--- config.mk ---
export PLATFORM = sky130hd
export DESIGN_NAME = video_itc_gen
export DESIGN_NICKNAME = d
export VERILOG_FILES = /design/src/rtl/video_timing_pkg.sv /design/src/rtl/video_sync_counter.sv /design/src/rtl/video_itc_gen.sv
export SDC_FILE = /design/constraint.sdc
export NUM_CORES = 1
export LEC_CHECK = 0
export ABC_AREA = 1
export BUFFER_PORTS_ARGS = -buffer_cell sky130_fd_sc_hd__buf_2
export CORE_ASPECT_RATIO = 1.25
export CORE_MARGIN = 3
export CORE_UTILIZATION = 50
export CTS_CLUSTER_DIAMETER = 200
export DETAILED_ROUTE_END_ITERATION = 10
export PLACE_DENSITY_LB_ADDON = 0.1
export SLEW_MARGIN = 25
export SYNTH_ARGS = -nofsm -noshare
export SYNTH_HDL_FRONTEND = slang
export SYNTH_SLANG_ARGS = --single-unit
--- constraint.sdc ---
create_clock -name vid_clk -period 2.26 [get_ports vid_clk]
set_input_delay 0.339 -clock vid_clk [delete_from_list [all_inputs] [get_ports vid_clk]]
set_output_delay 0.339 -clock vid_clk [all_outputs]
set_load 0.01 [all_outputs]
--- src/rtl/video_timing_pkg.sv ---
// rtl/video_timing_pkg.sv - aligner state type, stock panel timings and frame total helper
package video_timing_pkg;

    typedef enum logic {ALIGN = 1'b0, RUN = 1'b1} itc_state_t;

    localparam int MTL2_H_ACTIVE = 800;
    localparam int MTL2_H_FP     = 210;
    localparam int MTL2_H_SYNC   = 30;
    localparam int MTL2_H_BP     = 16;
    localparam int MTL2_V_ACTIVE = 480;
    localparam int MTL2_V_FP     = 22;
    localparam int MTL2_V_SYNC   = 3;
    localparam int MTL2_V_BP     = 20;

    localparam int VGA_H_ACTIVE  = 640;
    localparam int VGA_H_FP      = 16;
    localparam int VGA_H_SYNC    = 96;
    localparam int VGA_H_BP      = 48;
    localparam int VGA_V_ACTIVE  = 480;
    localparam int VGA_V_FP      = 10;
    localparam int VGA_V_SYNC    = 2;
    localparam int VGA_V_BP      = 33;

    function automatic int timing_total(input int active, input int fp, input int sync, input int bp);
        return active + fp + sync + bp;
    endfunction

endpackage

--- src/rtl/video_sync_counter.sv ---
// rtl/video_sync_counter.sv - free-running h/v raster counters with active and sync decode
module video_sync_counter
    import video_timing_pkg::*;
#(
    parameter int H_ACTIVE = MTL2_H_ACTIVE,
    parameter int H_FP     = MTL2_H_FP,
    parameter int H_SYNC   = MTL2_H_SYNC,
    parameter int H_BP     = MTL2_H_BP,
    parameter int V_ACTIVE = MTL2_V_ACTIVE,
    parameter int V_FP     = MTL2_V_FP,
    parameter int V_SYNC   = MTL2_V_SYNC,
    parameter int V_BP     = MTL2_V_BP,
    parameter int CNT_W    = 12
) (
    input  logic             vid_clk,
    input  logic             rst,
    output logic [CNT_W-1:0] h,
    output logic [CNT_W-1:0] v,
    output logic             active,
    output logic             origin,
    output logic             hs_on,
    output logic             vs_on
);

    localparam int H_TOTAL = timing_total(H_ACTIVE, H_FP, H_SYNC, H_BP);
    localparam int V_TOTAL = timing_total(V_ACTIVE, V_FP, V_SYNC, V_BP);

    always_ff @(posedge vid_clk) begin
        if (rst) begin
            h <= '0;
            v <= '0;
        end else if (h == CNT_W'(H_TOTAL - 1)) begin
            h <= '0;
            v <= (v == CNT_W'(V_TOTAL - 1)) ? '0 : v + CNT_W'(1);
        end else begin
            h <= h + CNT_W'(1);
        end
    end

    assign active = (h < CNT_W'(H_ACTIVE)) && (v < CNT_W'(V_ACTIVE));
    assign origin = (h == '0) && (v == '0);
    // vertical sync spans whole lines, so it depends on v alone
    assign hs_on  = (h >= CNT_W'(H_ACTIVE + H_FP)) && (h < CNT_W'(H_ACTIVE + H_FP + H_SYNC));
    assign vs_on  = (v >= CNT_W'(V_ACTIVE + V_FP)) && (v < CNT_W'(V_ACTIVE + V_FP + V_SYNC));

endmodule

--- src/rtl/video_itc_gen.sv ---
// rtl/video_itc_gen.sv - stream-to-raster video output stage; VID_ITC_LCD_SINK_EN adds a second polarity-independent LCD sink
module video_itc_gen
    import video_timing_pkg::*;
#(
    parameter int DATA_W   = 24,
    parameter int H_ACTIVE = MTL2_H_ACTIVE,
    parameter int H_FP     = MTL2_H_FP,
    parameter int H_SYNC   = MTL2_H_SYNC,
    parameter int H_BP     = MTL2_H_BP,
    parameter int V_ACTIVE = MTL2_V_ACTIVE,
    parameter int V_FP     = MTL2_V_FP,
    parameter int V_SYNC   = MTL2_V_SYNC,
    parameter int V_BP     = MTL2_V_BP,
    parameter bit HS_POL   = 1'b0,
    parameter bit VS_POL   = 1'b0,
    parameter int CNT_W    = 12
`ifdef VID_ITC_LCD_SINK_EN
    ,
    parameter bit LCD_HS_POL = 1'b0,
    parameter bit LCD_VS_POL = 1'b0
`endif
) (
    input  logic              vid_clk,
    input  logic              rst,
    input  logic [DATA_W-1:0] s_data,
    input  logic              s_valid,
    input  logic              s_sop,
    output logic              s_ready,
    output logic [DATA_W-1:0] vid_data,
    output logic              vid_de,
    output logic              vid_hs,
    output logic              vid_vs,
    output logic [CNT_W-1:0]  vid_h,
    output logic [CNT_W-1:0]  vid_v,
    output logic              frame_start,
    output logic              underflow,
    output logic              sync_err,
    input  logic              status_clr
`ifdef VID_ITC_LCD_SINK_EN
    ,
    output logic [DATA_W-1:0] lcd_data,
    output logic              lcd_de,
    output logic              lcd_hsd,
    output logic              lcd_vsd
`endif
);

    itc_state_t       state, state_nxt;
    logic [CNT_W-1:0] h, v;
    logic             active, origin, hs_on, vs_on;
    logic             sop_misplaced, show, uf_set, se_set;

    video_sync_counter #(
        .H_ACTIVE(H_ACTIVE), .H_FP(H_FP), .H_SYNC(H_SYNC), .H_BP(H_BP),
        .V_ACTIVE(V_ACTIVE), .V_FP(V_FP), .V_SYNC(V_SYNC), .V_BP(V_BP),
        .CNT_W(CNT_W)
    ) u_counter (
        .vid_clk(vid_clk), .rst(rst), .h(h), .v(v),
        .active(active), .origin(origin), .hs_on(hs_on), .vs_on(vs_on)
    );

    // a frame start anywhere but the origin is left at the head to begin the next frame
    assign sop_misplaced = s_valid && s_sop && !origin;

    always_ff @(posedge vid_clk) begin
        if (rst) state <= ALIGN;
        else     state <= state_nxt;
    end

    always_comb begin
        state_nxt = state;
        case (state)
            ALIGN: if (s_valid && s_sop && origin) state_nxt = RUN;
            RUN:   if (active && (!s_valid || (s_sop != origin))) state_nxt = ALIGN;
            default: state_nxt = ALIGN;
        endcase
    end

    always_comb begin
        s_ready = 1'b0;
        show    = 1'b0;
        uf_set  = 1'b0;
        se_set  = 1'b0;
        if (!rst) begin
            case (state)
                ALIGN: begin
                    s_ready = !sop_misplaced;
                    show    = s_valid && s_sop && origin;
                end
                RUN: begin
                    s_ready = active && !sop_misplaced;
                    show    = active && s_valid && !sop_misplaced;
                    uf_set  = active && !s_valid;
                    se_set  = active && s_valid && (s_sop != origin);
                end
                default: ;
            endcase
        end
    end

    always_ff @(posedge vid_clk) begin
        if (rst) begin
            vid_data    <= '0;
            vid_de      <= 1'b0;
            vid_hs      <= ~HS_POL;
            vid_vs      <= ~VS_POL;
            vid_h       <= '0;
            vid_v       <= '0;
            frame_start <= 1'b0;
            underflow   <= 1'b0;
            sync_err    <= 1'b0;
        end else begin
            vid_data    <= show ? s_data : '0;
            vid_de      <= active;
            vid_hs      <= hs_on ? HS_POL : ~HS_POL;
            vid_vs      <= vs_on ? VS_POL : ~VS_POL;
            vid_h       <= h;
            vid_v       <= v;
            frame_start <= origin;
            underflow   <= uf_set | (underflow & ~status_clr);
            sync_err    <= se_set | (sync_err & ~status_clr);
        end
    end

`ifdef VID_ITC_LCD_SINK_EN
    always_ff @(posedge vid_clk) begin
        if (rst) begin
            lcd_data <= '0;
            lcd_de   <= 1'b0;
            lcd_hsd  <= ~LCD_HS_POL;
            lcd_vsd  <= ~LCD_VS_POL;
        end else begin
            lcd_data <= show ? s_data : '0;
            lcd_de   <= active;
            lcd_hsd  <= hs_on ? LCD_HS_POL : ~LCD_HS_POL;
            lcd_vsd  <= vs_on ? LCD_VS_POL : ~LCD_VS_POL;
        end
    end
`endif

endmodule
# Yosys cells after proc, flatten, opt, wreduce, memory -nomap -nowiden
# Index checks and enable logic that the tools add are counted.
dict set report word_totals {
  regBits 79
  inputBits 29
  output_inout_bits 55
  elab_cells 65
}
dict set report op_classes {
  addsub 2
  order_cmp 6
  n_eq_ne 3
  mux 14
  bitwise_logic 7
  n_reduce_logical 21
}
# op count
set ops {}
lappend ops {{12-bit by 1-bit adder with 12-bit output, second input constant} 2}
lappend ops {{12-bit logical NOT} 2}
lappend ops {{12-bit by 9-bit less-than comparator with 1-bit output, second input constant} 2}
lappend ops {{1-bit logical AND} 13}
lappend ops {{12-bit by 10-bit equality test with 1-bit output, second input constant} 1}
lappend ops {{12-bit by 11-bit equality test with 1-bit output, second input constant} 1}
lappend ops {{12-bit by 10-bit greater-or-equal comparator with 1-bit output, second input constant} 1}
lappend ops {{12-bit by 9-bit greater-or-equal comparator with 1-bit output, second input constant} 1}
lappend ops {{12-bit by 10-bit less-than comparator with 1-bit output, second input constant} 1}
lappend ops {{12-bit by 11-bit less-than comparator with 1-bit output, second input constant} 1}
lappend ops {{12-bit two-way mux} 1}
lappend ops {{1-bit two-way mux} 10}
lappend ops {{1-bit one-hot mux with 2 select lines} 3}
lappend ops {{2-bit OR reduction} 2}
lappend ops {{1-bit logical NOT} 3}
lappend ops {{1-bit inverter} 3}
lappend ops {{1-bit AND} 2}
lappend ops {{1-bit bitwise OR} 2}
lappend ops {{1-bit logical OR} 1}
lappend ops {{1-bit inequality test} 1}

# Longest topological paths before layout
# Gate-level depths: netlist (run 1).
dict set report depth {
  depth_word 10
  ltp_mapped 11
  ltp_nobuf 11
}

# By module
# From an unflattened synthesis (run 1), not the netlist that was laid out.
dict set report unflattened {
  cells_unflattened 429
  area_unflattened_um2 3385.7
}
# module instances cells_per_inst area_per_inst_um2 seq_area_each_um2
set modules_own_cells {}
lappend modules_own_cells {video_itc_gen 1 192 1835.5 1101.1}
lappend modules_own_cells {video_sync_counter 1 237 1550.2 480.5}

# Least setup slack after synthesis (run 1)
# No wires, ideal clock.
dict set report synth_path {
  path_type {register to output}
  startpoint {register u_counter.v[0]}
  endpoint {output s_ready}
  arrival_ns 1.417
  required_ns 1.921
  path_slack_ns 0.504
  path_stages_with_launch 11
  path_buffers 0
  cell_sequence {dfxtp_1 inv_1 ha_1 nand2_1 inv_1 nand2_1 nor2_4 nand3_4 nand2_1 nor2_1 nor3_1}
}
dict set report synth_between {
  elab_chain_cells 8
  elab_cells_between_ends 10
  cone_classes {order compare (1); mux (2); reduce/logical (7)}
}
# element line
set synth_lines {}
lappend synth_lines {{from (decl)} video_sync_counter.sv:18} ;# output logic [CNT_W-1:0] v,
lappend synth_lines {{from (signal assigned)} video_sync_counter.sv:34} ;# v <= (v == CNT_W'(V_TOTAL - 1)) ? '0 : v + CNT_W'(1);
lappend synth_lines {{branches (longest 6 deep; another with 12-bit by 9-bit less-than comparator with 1-bit output)} n/a}
lappend synth_lines {{1-bit one-hot mux with 2 select lines (*)} video_itc_gen.sv:85} ;# case (state)
lappend synth_lines {{1-bit two-way mux (*)} video_itc_gen.sv:84} ;# if (!rst) begin
lappend synth_lines {{to (decl)} video_itc_gen.sv:28} ;# output logic s_ready,
# Mark *: on every way between the ends.

# Final worst setup path (run 1)
# Same ends and word-level chain as after synthesis.

==> results of run 1 <==
## worst max path at each step
stage | startpoint | end | slack [ps] | cells past startpoint
3_3_place_gp | u_counter.v[0] | s_ready | 400 | 11
3_5_place_dp | u_counter.v[0] | s_ready | 360 | 11
4_1_cts | u_counter.v[0] | s_ready | 4 | 11
2_1_floorplan | u_counter.v[0] | s_ready | 500 | 10
5_1_grt | u_counter.v[0] | s_ready | 10 | 11
6_report | u_counter.v[0] | s_ready | 140 | 11
## critical path, stage by stage, from the launching register on
cell     delay [ps]
dfxtp_2         350
inv_2            90
ha_2            190
nand2_1          50
inv_1            40
nand2_1          80
nor2_4          120
nand3_4         120
nand2_2          90
nor2_1           50
nor3_2           90
buf_2           150
## repair_timing
action,in CTS,in global routing
gates cloned,0,0
setup endpoints to repair,1,1
gates resized for setup,1,5
## synth_stat cells (all sizes together)
library cell    n
nor2          101
dfxtp          79
inv            63
nand2          62
a21oi          21
nand3          21
nand4          11
buf            10
o21ai           8
nor3            6
xor2            6
ha              5
nor3b           1
nor4            1
o211ai          1
o21a            1
## per-stage QoR
step	worst slack [ps]	total power, mW
detailed placement	361	1.62
floorplan	504	1.56
CTS	3.99	2.65
finish	142	2.61
global route	11.2	2.73
global placement	397	1.62
## report_power, final
group / switching [mW] / internal, mW / leakage, nW
logic: 0.0983 / 0.0664 / 1.09
registers: 0.00852 / 1.41 / 0.639
clock network: 0.458 / 0.563 / 0.0985
total: 0.564 / 2.04 / 1.83
## cell type report
type	instances	area (um^2)
Fill cell	554	2080
Sequential cell	79	1580
Multi-Input combinational cell	245	1300
Timing Repair Buffer	88	465
Inverter	63	236
Clock buffer	12	155
Tap cell	82	103
Clock inverter	3	42.5
## state kept, by name, indices dropped and copies added (netlist names), 12 cells and up
name	cells
u_counter.v	12
u_counter.h	12
vid_data	24
vid_v	12
vid_h	12
## cell families (layout without fill, tap and decap cells)
kind of cell,Yosys count,after routing,synth area share
AOI/OAI and AO/OA,31,31,0.0574
and+or+nand+nor,203,203,0.313
buffers and inverters,73,166,0.0970
DFF,79,79,0.497
adders and majority gates,5,5,0.0196
xor gates and xnor gates,6,6,0.0165
## layer usage
metal / track usage / part of all wire / up-vias
met2: 0.330 / 0.50 / 67
met4: 0.0875 / 0.018 / 0
met3: 0.0520 / 0.058 / 9
met1: 0.219 / 0.42 / 1190
li1: - / - / 1394
met5: 0 / 0 / -
## layout by cell type (no fill, tap or decap), types with 4 or more instances in the layout
cell      instances
nand2_2           5
nor3_1            5
nand3_1          19
inv_1            57
o21ai_0           7
a21oi_1          20
inv_2             6
clkbuf_8         11
nor2_4            9
nor2_1           69
ha_1              4
nand2_1          56
xor2_1            6
buf_2            83
dfxtp_1          78
nor2_2           23
nand4_1          11
buf_4             4
==> flow_metrics.tcl, run 1 <==
set metrics [dict create \
    status "finished, final reports clean" \
    max-vdd-ir-drop_v 0.000555 \
    drtIter0Drc 114 \
    grt_use_total 0.190 \
    critPathRequiredTime_ps 1920 \
    cts_buffer_depth 2 \
    design_area_um2 3890 \
    portBuffers 83 \
    p_leak_nw 1.83 \
    cp_max_fo 6 \
    antenna_cells 0 \
    fin_worst_skew_ps 4.65 \
    min_period_ps 2120 \
    hold_path_depth 3 \
    htree_levels 3 \
    antenna_found_initial 0 \
    powerDensity_nw_per_um2 671 \
    path_clk_slew_ps 70 \
    crit_path_end_kind "output pin" \
    via_per_inst 4.65 \
    setup_tns_ps 0 \
    area_growth_pct 22.1 \
    maxCapViolCount 0 \
    fin_util 0.651 \
    rsz0062_at_grt "no" \
    gp_congestion 0.897 \
    postRouteAntennaNets 0 \
    clkSinkCount 79 \
    hold_end "vid_data[0]" \
    yosysUniqueCellTypes 28 \
    grt_max_degree 28 \
    slew_headroom 0.766 \
    dieArea_um2 7370 \
    arrival_ps 1780 \
    drt_pre_antenna_iters 4 \
    drt-total-wl_um 6670 \
    synth_seq_cells 79 \
    clock_latency_ps 340 \
    die_w_um 77.4 \
    yosys.area.top_type_share 0.497 \
    ios 84 \
    die_y_um 95.2 \
    synth_fp_nets 431 \
    wl_per_cell_um 11.7 \
    placed_area_um2 3680 \
    crit_type "reg2out" \
    start_util 0.533 \
    drc 0 \
    grt_pass1_vias 2465 \
    synthTopCellsByArea "dfxtp_1, nor2_1, inv_1" \
    seq_area_frac_synth 0.497 \
    cts_tree "built" \
    core_um2 5970 \
    fin_crit_sh 0.937 \
    r2r_start "u_counter.h[0]" \
    reg2reg_depth 9 \
    grt_pass1_wl_um 11100 \
    synth_top_cell_by_area "dfxtp_1" \
    overflow 0 \
    dp_hpwl_um 4980 \
    clock.fmax_ghz 0.472 \
    synth_area_per_cell_um2 8.02 \
    hold_viol 0 \
    drive_gt1_frac 0.314 \
    postCtsHoldBufs 0 \
    cts_root_buffer "clkbuf_8" \
    synth_cells 397 \
    numCtsBuffers 9 \
    yosys_warnings 0 \
    max_slew.worst_pin.slew_ps 350 \
    finalNetCount 520 \
    dp_cells 557 \
    vias 2660 \
    min-delay-start "s_data[0]" \
    startpoint_type "register" \
    setup_viol 0 \
    post_cts_buffers 0 \
    reg2reg_slack_ps 430 \
    fp-row-count 31 \
    syn-cell-area_um2 3180 \
    slew_violations 0 \
    reg2reg_to "u_counter.h[7]" \
    stdcell_count 572 \
    whs_ps 205 \
    hold_class "in2reg" \
]
No activity file was read; power rests on OpenSTA's default activity.
==> run 2, diff against run 1 <==
--- a/config.mk
+++ b/config.mk
@@ -9,10 +9,11 @@
 export BUFFER_PORTS_ARGS = -buffer_cell sky130_fd_sc_hd__buf_2
 export CORE_ASPECT_RATIO = 1.25
 export CORE_MARGIN = 3
-export CORE_UTILIZATION = 50
+export CORE_UTILIZATION = 52
 export CTS_CLUSTER_DIAMETER = 200
 export DETAILED_ROUTE_END_ITERATION = 10
 export PLACE_DENSITY_LB_ADDON = 0.1
+export RECOVER_POWER = 100
 export SLEW_MARGIN = 25
 export SYNTH_ARGS = -nofsm -noshare
 export SYNTH_HDL_FRONTEND = slang
==> run 2 against run 1 <==
  * Non-clock buffer count fell by 1
  * Register-to-register slack got worse by 190 ps
  * Sequential cell count did not move
  * Routed wire length fell by 2.9%
  * Final cell count fell by 0.35%
==> flow_metrics.tcl, run 2 (synthesis gave the netlist of run 1 again) <==
set metrics [dict create \
    status "finished, final reports clean" \
    cts_buffer_depth 2 \
    postRouteAntennaNets 0 \
    vias 2665 \
    hold_path_depth 3 \
    core_um2 5860 \
    overflow 0 \
    cts_resized 0 \
    layout_common_cells "dfxtp_1, nor2_1, inv_1, nand2_1, clkbuf_1" \
    start_util 0.544 \
    fin_worst_skew_ps 7.29 \
    dp_cells 556 \
    cp_max_fo 4 \
    critPathRequiredTime_ps 1920 \
    setup_tns_ps 0 \
    grt_max_degree 25 \
    portBuffers 83 \
    ios 84 \
    grt_pass1_vias 2513 \
    use_met2 0.323 \
    path_delay_family "simple AND/OR/NAND/NOR gates" \
    finalNetCount 519 \
    hold_viol 0 \
    slew_violations 0 \
    max-vdd-ir-drop_v 0.000624 \
    slew_headroom 0.284 \
    die_y_um 93.5 \
    fin_crit_sh 0.938 \
    rsz0062_at_grt "no" \
    cp_cell_sequence "inv_1 > ha_1 > nand2_1 > inv_1 > nand2_1 > nor2_4 > nand3_4 > nand2_2 > nor2_1 > nor3_1 > buf_2" \
    arrival_ps 1780 \
    grt_use_total 0.185 \
    post_cts_buffers 0 \
    crit_path_top_delay_cell "dfxtp_1" \
    critical_path_depth 11 \
    grt_use_met1 0.204 \
    drt_pre_antenna_iters 4 \
    regArea_um2 1590 \
    numCtsBuffers 9 \
    switching_share 0.201 \
    drc 0 \
    clock.fmax_ghz 0.472 \
    top_register "vid_data" \
    antenna_found_initial 0 \
    wl_per_cell_um 11.4 \
    max_slew.worst_pin.slew_ps 1070 \
    p_comb_frac 0.056 \
    cts_root_buffer "clkbuf_8" \
    postCtsHoldBufs 0 \
    p_leak_nw 1.61 \
    reg2reg_depth 9 \
    multiInputGateArea_um2 1290 \
    grt.busiest_layer "met2" \
    die_w_um 76.0 \
    gp_congestion 0.853 \
    area_growth_pct 19.9 \
    seqPwrFrac 0.512 \
    path_clk_slew_ps 70 \
    cts_tree "built" \
    dp_hpwl_um 4840 \
    stdcell_count 570 \
    final_common_cell "dfxtp_1" \
    clock_latency_ps 340 \
    powerDensity_nw_per_um2 728 \
    switchingPower_mw 0.559 \
    path_buf_inv 3 \
    hold_class "in2reg" \
    crit_path_end_kind "output pin" \
    maxCapViolCount 0 \
    drive_gt1_frac 0.180 \
    grt_pass1_wl_um 10600 \
    clkSinkCount 79 \
    drt-total-wl_um 6480 \
    antenna_cells 0 \
    critical_path.max_stage_delay_ps 330 \
    dieArea_um2 7100 \
    via_per_inst 4.68 \
    n_fill_cell 538 \
    internal_power_mw 2.22 \
    fp-row-count 31 \
    crit_type "reg2out" \
    htree_levels 3 \
    largest_register_ffs 24 \
    p_clk_frac 0.433 \
    drtIter0Drc 94 \
    use_met3 0.0549 \
    setup_viol 0 \
    min_period_ps 2120 \
    startpoint_type "register" \
]
-- run 2: changes by cell type in the layout (fill, tap and decap cells not counted), sizes merged --
| cell | previous run | this run |
|---|---|---|
| clkbuf | 12 | 68 |
| buf | 88 | 29 |
| clkinvlp | 1 | 0 |
| bufinv | 1 | 3 |
-- run 2: power by group through the flow --
stage	logic [mW]	registers, mW	clock network (mW)
global route	0.172	1.42	1.29
global placement	0.159	1.45	0
finish	0.155	1.42	1.20
detailed placement	0.162	1.45	0
CTS	0.162	1.42	1.23
floorplan	0.0923	1.46	0
-- run 2: through the flow --
stage / hold WS [ps] / utilization / total power [mW] / instance area [um^2] / worst slack (ps)
6_report: 213 / 0.652 / 2.78 / 3820 / 139
3_5_place_dp: 457 / 0.625 / 1.62 / 3660 / 381
2_1_floorplan: 430 / - / 1.56 / 3180 / 504
3_3_place_gp: 445 / 0.625 / 1.61 / 3660 / 388
5_1_grt: 192 / 0.652 / 2.89 / 3820 / 7.92
4_1_cts: 196 / 0.665 / 2.82 / 3890 / 10.8
-- run 2: area by class of cell --
class / instances / area share
clock buffer: 10 / 0.0360
clock inverter: 4 / 0.0249
inverter: 63 / 0.0626
multi-input combinational: 245 / 0.338
sequential: 79 / 0.415
tap: 82 / 0.0269
timing repair buffer: 87 / 0.0960
-- run 2: worst paths after layout --
kind,startpoint,to,slack (ps)
worst max-delay path,u_counter.h[0],s_ready,140
worst min-delay path,s_data[0],vid_data[0],210
worst max register to register,u_counter.h[1],u_counter.v[3],240
worst min register to register,u_counter.h[0],u_counter.h[0],470
-- run 2: worst register-to-register path: cells and delay by family, from the launching register on --
kind            cells  cell delay (ps)
buf+inv             1              260
flops               1              370
compound gates      1              190
fa+ha+maj           1              180
simple gates        6              920
-- run 2: layer usage --
layer  wire (um)  share of wire  vias to the layer above
met3         352          0.054                       11
met5           0              0                        -
met4         132          0.020                        0
met1        2840           0.44                     1194
met2        3150           0.49                       73
li1            -              -                     1387
==> run 3, diff against run 2 <==
--- a/config.mk
+++ b/config.mk
@@ -12,7 +12,7 @@
 export CORE_UTILIZATION = 52
 export CTS_CLUSTER_DIAMETER = 200
 export DETAILED_ROUTE_END_ITERATION = 10
-export PLACE_DENSITY_LB_ADDON = 0.1
+export PLACE_DENSITY = 0.79
 export RECOVER_POWER = 100
 export SLEW_MARGIN = 25
 export SYNTH_ARGS = -nofsm -noshare
==> run 3 against run 2 <==
  * Critical path depth is 5 lower
  * Combinational power about the same
  * Non-clock buffer count rose by 2
  * Design area shrank 1.4%
  * Utilization down 0.90 points
  * Via count grew 2.6%
  * Worst hold slack got worse by 31 ps
  * Die area unchanged
  * Global-route usage is 1.2 points higher
  * Sequential share of layout area is 0.58 points higher
  * Clock power is 18% lower
  * Largest power group unchanged
==> flow_metrics.tcl, run 3 (synthesis gave the netlist of run 1 again) <==
set metrics [dict create \
    status "finished, final reports clean" \
    die_w_um 76.0 \
    n_fill_cell 549 \
    overflow 0 \
    max-vdd-ir-drop_v 0.000404 \
    largest_register_ffs 24 \
    fin_crit_sh 0.914 \
    r2r_start "u_counter.h[0]" \
    dp_hpwl_um 5080 \
    hold_class "in2reg" \
    gp_congestion 0.864 \
    cts_buffer_depth 2 \
    final_common_cell "nor2_1" \
    area_growth_pct 18.3 \
    finalNetCount 521 \
    drc 0 \
    drtIter0Drc 107 \
    vias 2734 \
    hold_end "vid_data[1]" \
    antenna_cells 0 \
    core_um2 5860 \
    grt_max_degree 29 \
    postRouteAntennaNets 0 \
    ios 84 \
    top_register "vid_data" \
    antenna_found_initial 0 \
    grt_use_total 0.197 \
    critPathRequiredTime_ps 1920 \
    setup_viol 0 \
    reg2reg_slack_ps 270 \
    slew_violations 0 \
    drt-total-wl_um 6910 \
    numCtsBuffers 9 \
    p_clk_frac 0.384 \
    via_per_inst 4.76 \
    htree_levels 3 \
    startpoint_type "register" \
    arrival_ps 1730 \
    max_slew.worst_pin.slew_ps 1250 \
    postCtsHoldBufs 0 \
    dp_cells 556 \
    reg2reg_to "vid_data[6]" \
    crit_type "reg2out" \
    fp-row-count 31 \
    min-delay-start "s_data[1]" \
    portBuffers 83 \
    placed_area_um2 3660 \
    cp_max_fo 6 \
    clkSinkCount 79 \
    layout_common_cells "nor2_1, dfxtp_1, inv_1, nand2_1, clkbuf_1" \
    crit_start "u_counter.h[10]" \
    design_area_um2 3770 \
    fin_worst_skew_ps 8.76 \
    grt_pass1_wl_um 11100 \
    maxCapViolCount 0 \
    grt_pass1_vias 2609 \
    hold_viol 0 \
    crit_path_end_kind "output pin" \
    start_util 0.544 \
    die_y_um 93.5 \
    stdcell_count 574 \
    drive_gt1_frac 0.179 \
    reg2reg_depth 12 \
    p_leak_nw 1.59 \
    internal_power_mw 1.89 \
    dieArea_um2 7100 \
    wl_per_cell_um 12.0 \
    clock.fmax_ghz 0.484 \
    min_period_ps 2070 \
    path_clk_slew_ps 90 \
    cts_tree "built" \
    clock_latency_ps 360 \
    powerDensity_nw_per_um2 679 \
    switching_share 0.260 \
    hold_path_depth 3 \
    seqPwrFrac 0.556 \
    cts_root_buffer "clkbuf_8" \
    switchingPower_mw 0.664 \
    p_comb_frac 0.060 \
    drt_pre_antenna_iters 5 \
    slew_headroom 0.168 \
]
[run 3: cell types whose count changed in the layout (fill, tap and decap cells not counted), moves of 2 or more]
| cell | delta |
|---|---|
| inv_8 | +2 |
| nor2_2 | -4 |
| clkinvlp_4 | +2 |
| nor2_1 | +7 |
| inv_1 | -2 |
| inv_2 | +2 |
| inv_6 | +2 |
| bufinv_16 | -3 |
| nor2_4 | -3 |
[run 3: final cells by class]
| type | instances | area (um^2) | share of cell area |
|---|---|---|---|
| flip-flops and latches | 79 | 1590 | 0.421 |
| multi-input cells | 245 | 1270 | 0.337 |
| repair buffers | 89 | 382 | 0.101 |
| inverters | 63 | 239 | 0.0635 |
| clock buffers | 9 | 124 | 0.0329 |
| well taps | 82 | 103 | 0.0272 |
| clock inverters | 7 | 63.8 | 0.0169 |
[run 3: worst max-delay path: stages (launching register included)]
cell and delay (ps):
dfxtp_1 380, nor2_2 210, nand3_1 110, nor2_1 210, a21oi_1 140, nor3_2 170, buf_2 150
[run 3: worst max-delay path by stage]
stage          cells past startpoint  endpoint
6_report                           6   s_ready
5_1_grt                           11   s_ready
4_1_cts                           11   s_ready
3_5_place_dp                      11   s_ready
3_3_place_gp                      11   s_ready
2_1_floorplan                     10   s_ready
[run 3: per-layer routing]
metal	track usage	vias up	wire [um]
met1	0.198	1243	2810
met4	0.0997	0	118
met3	0.0684	11	368
met2	0.362	75	3620
met5	0	-	0
li1	-	1405	-
[run 3: timing repair]
action,in CTS,in global routing
gates resized for setup,3,10
pin swaps,0,1
setup buffers,0,2
setup endpoints to repair,1,1
[run 3: power by group through the flow]
stage / clock [mW] / sequential (mW) / combinational [mW]
3_5_place_dp: 0 / 1.45 / 0.161
2_1_floorplan: 0 / 1.46 / 0.0923
4_1_cts: 1.01 / 1.42 / 0.163
6_report: 0.981 / 1.42 / 0.154
3_3_place_gp: 0 / 1.45 / 0.157
5_1_grt: 1.07 / 1.42 / 0.174
[run 3: per-stage QoR]
step	power (mW)	setup WS [ps]	util	hold WS, ps	setup TNS (ps)
floorplan	1.56	504	-	430	0
global placement	1.61	398	0.625	445	0
detailed placement	1.62	336	0.625	453	0
CTS	2.60	5.55	0.658	168	0
global route	2.67	-0.471	0.643	163	-0.471
finish	2.56	194	0.643	182	0
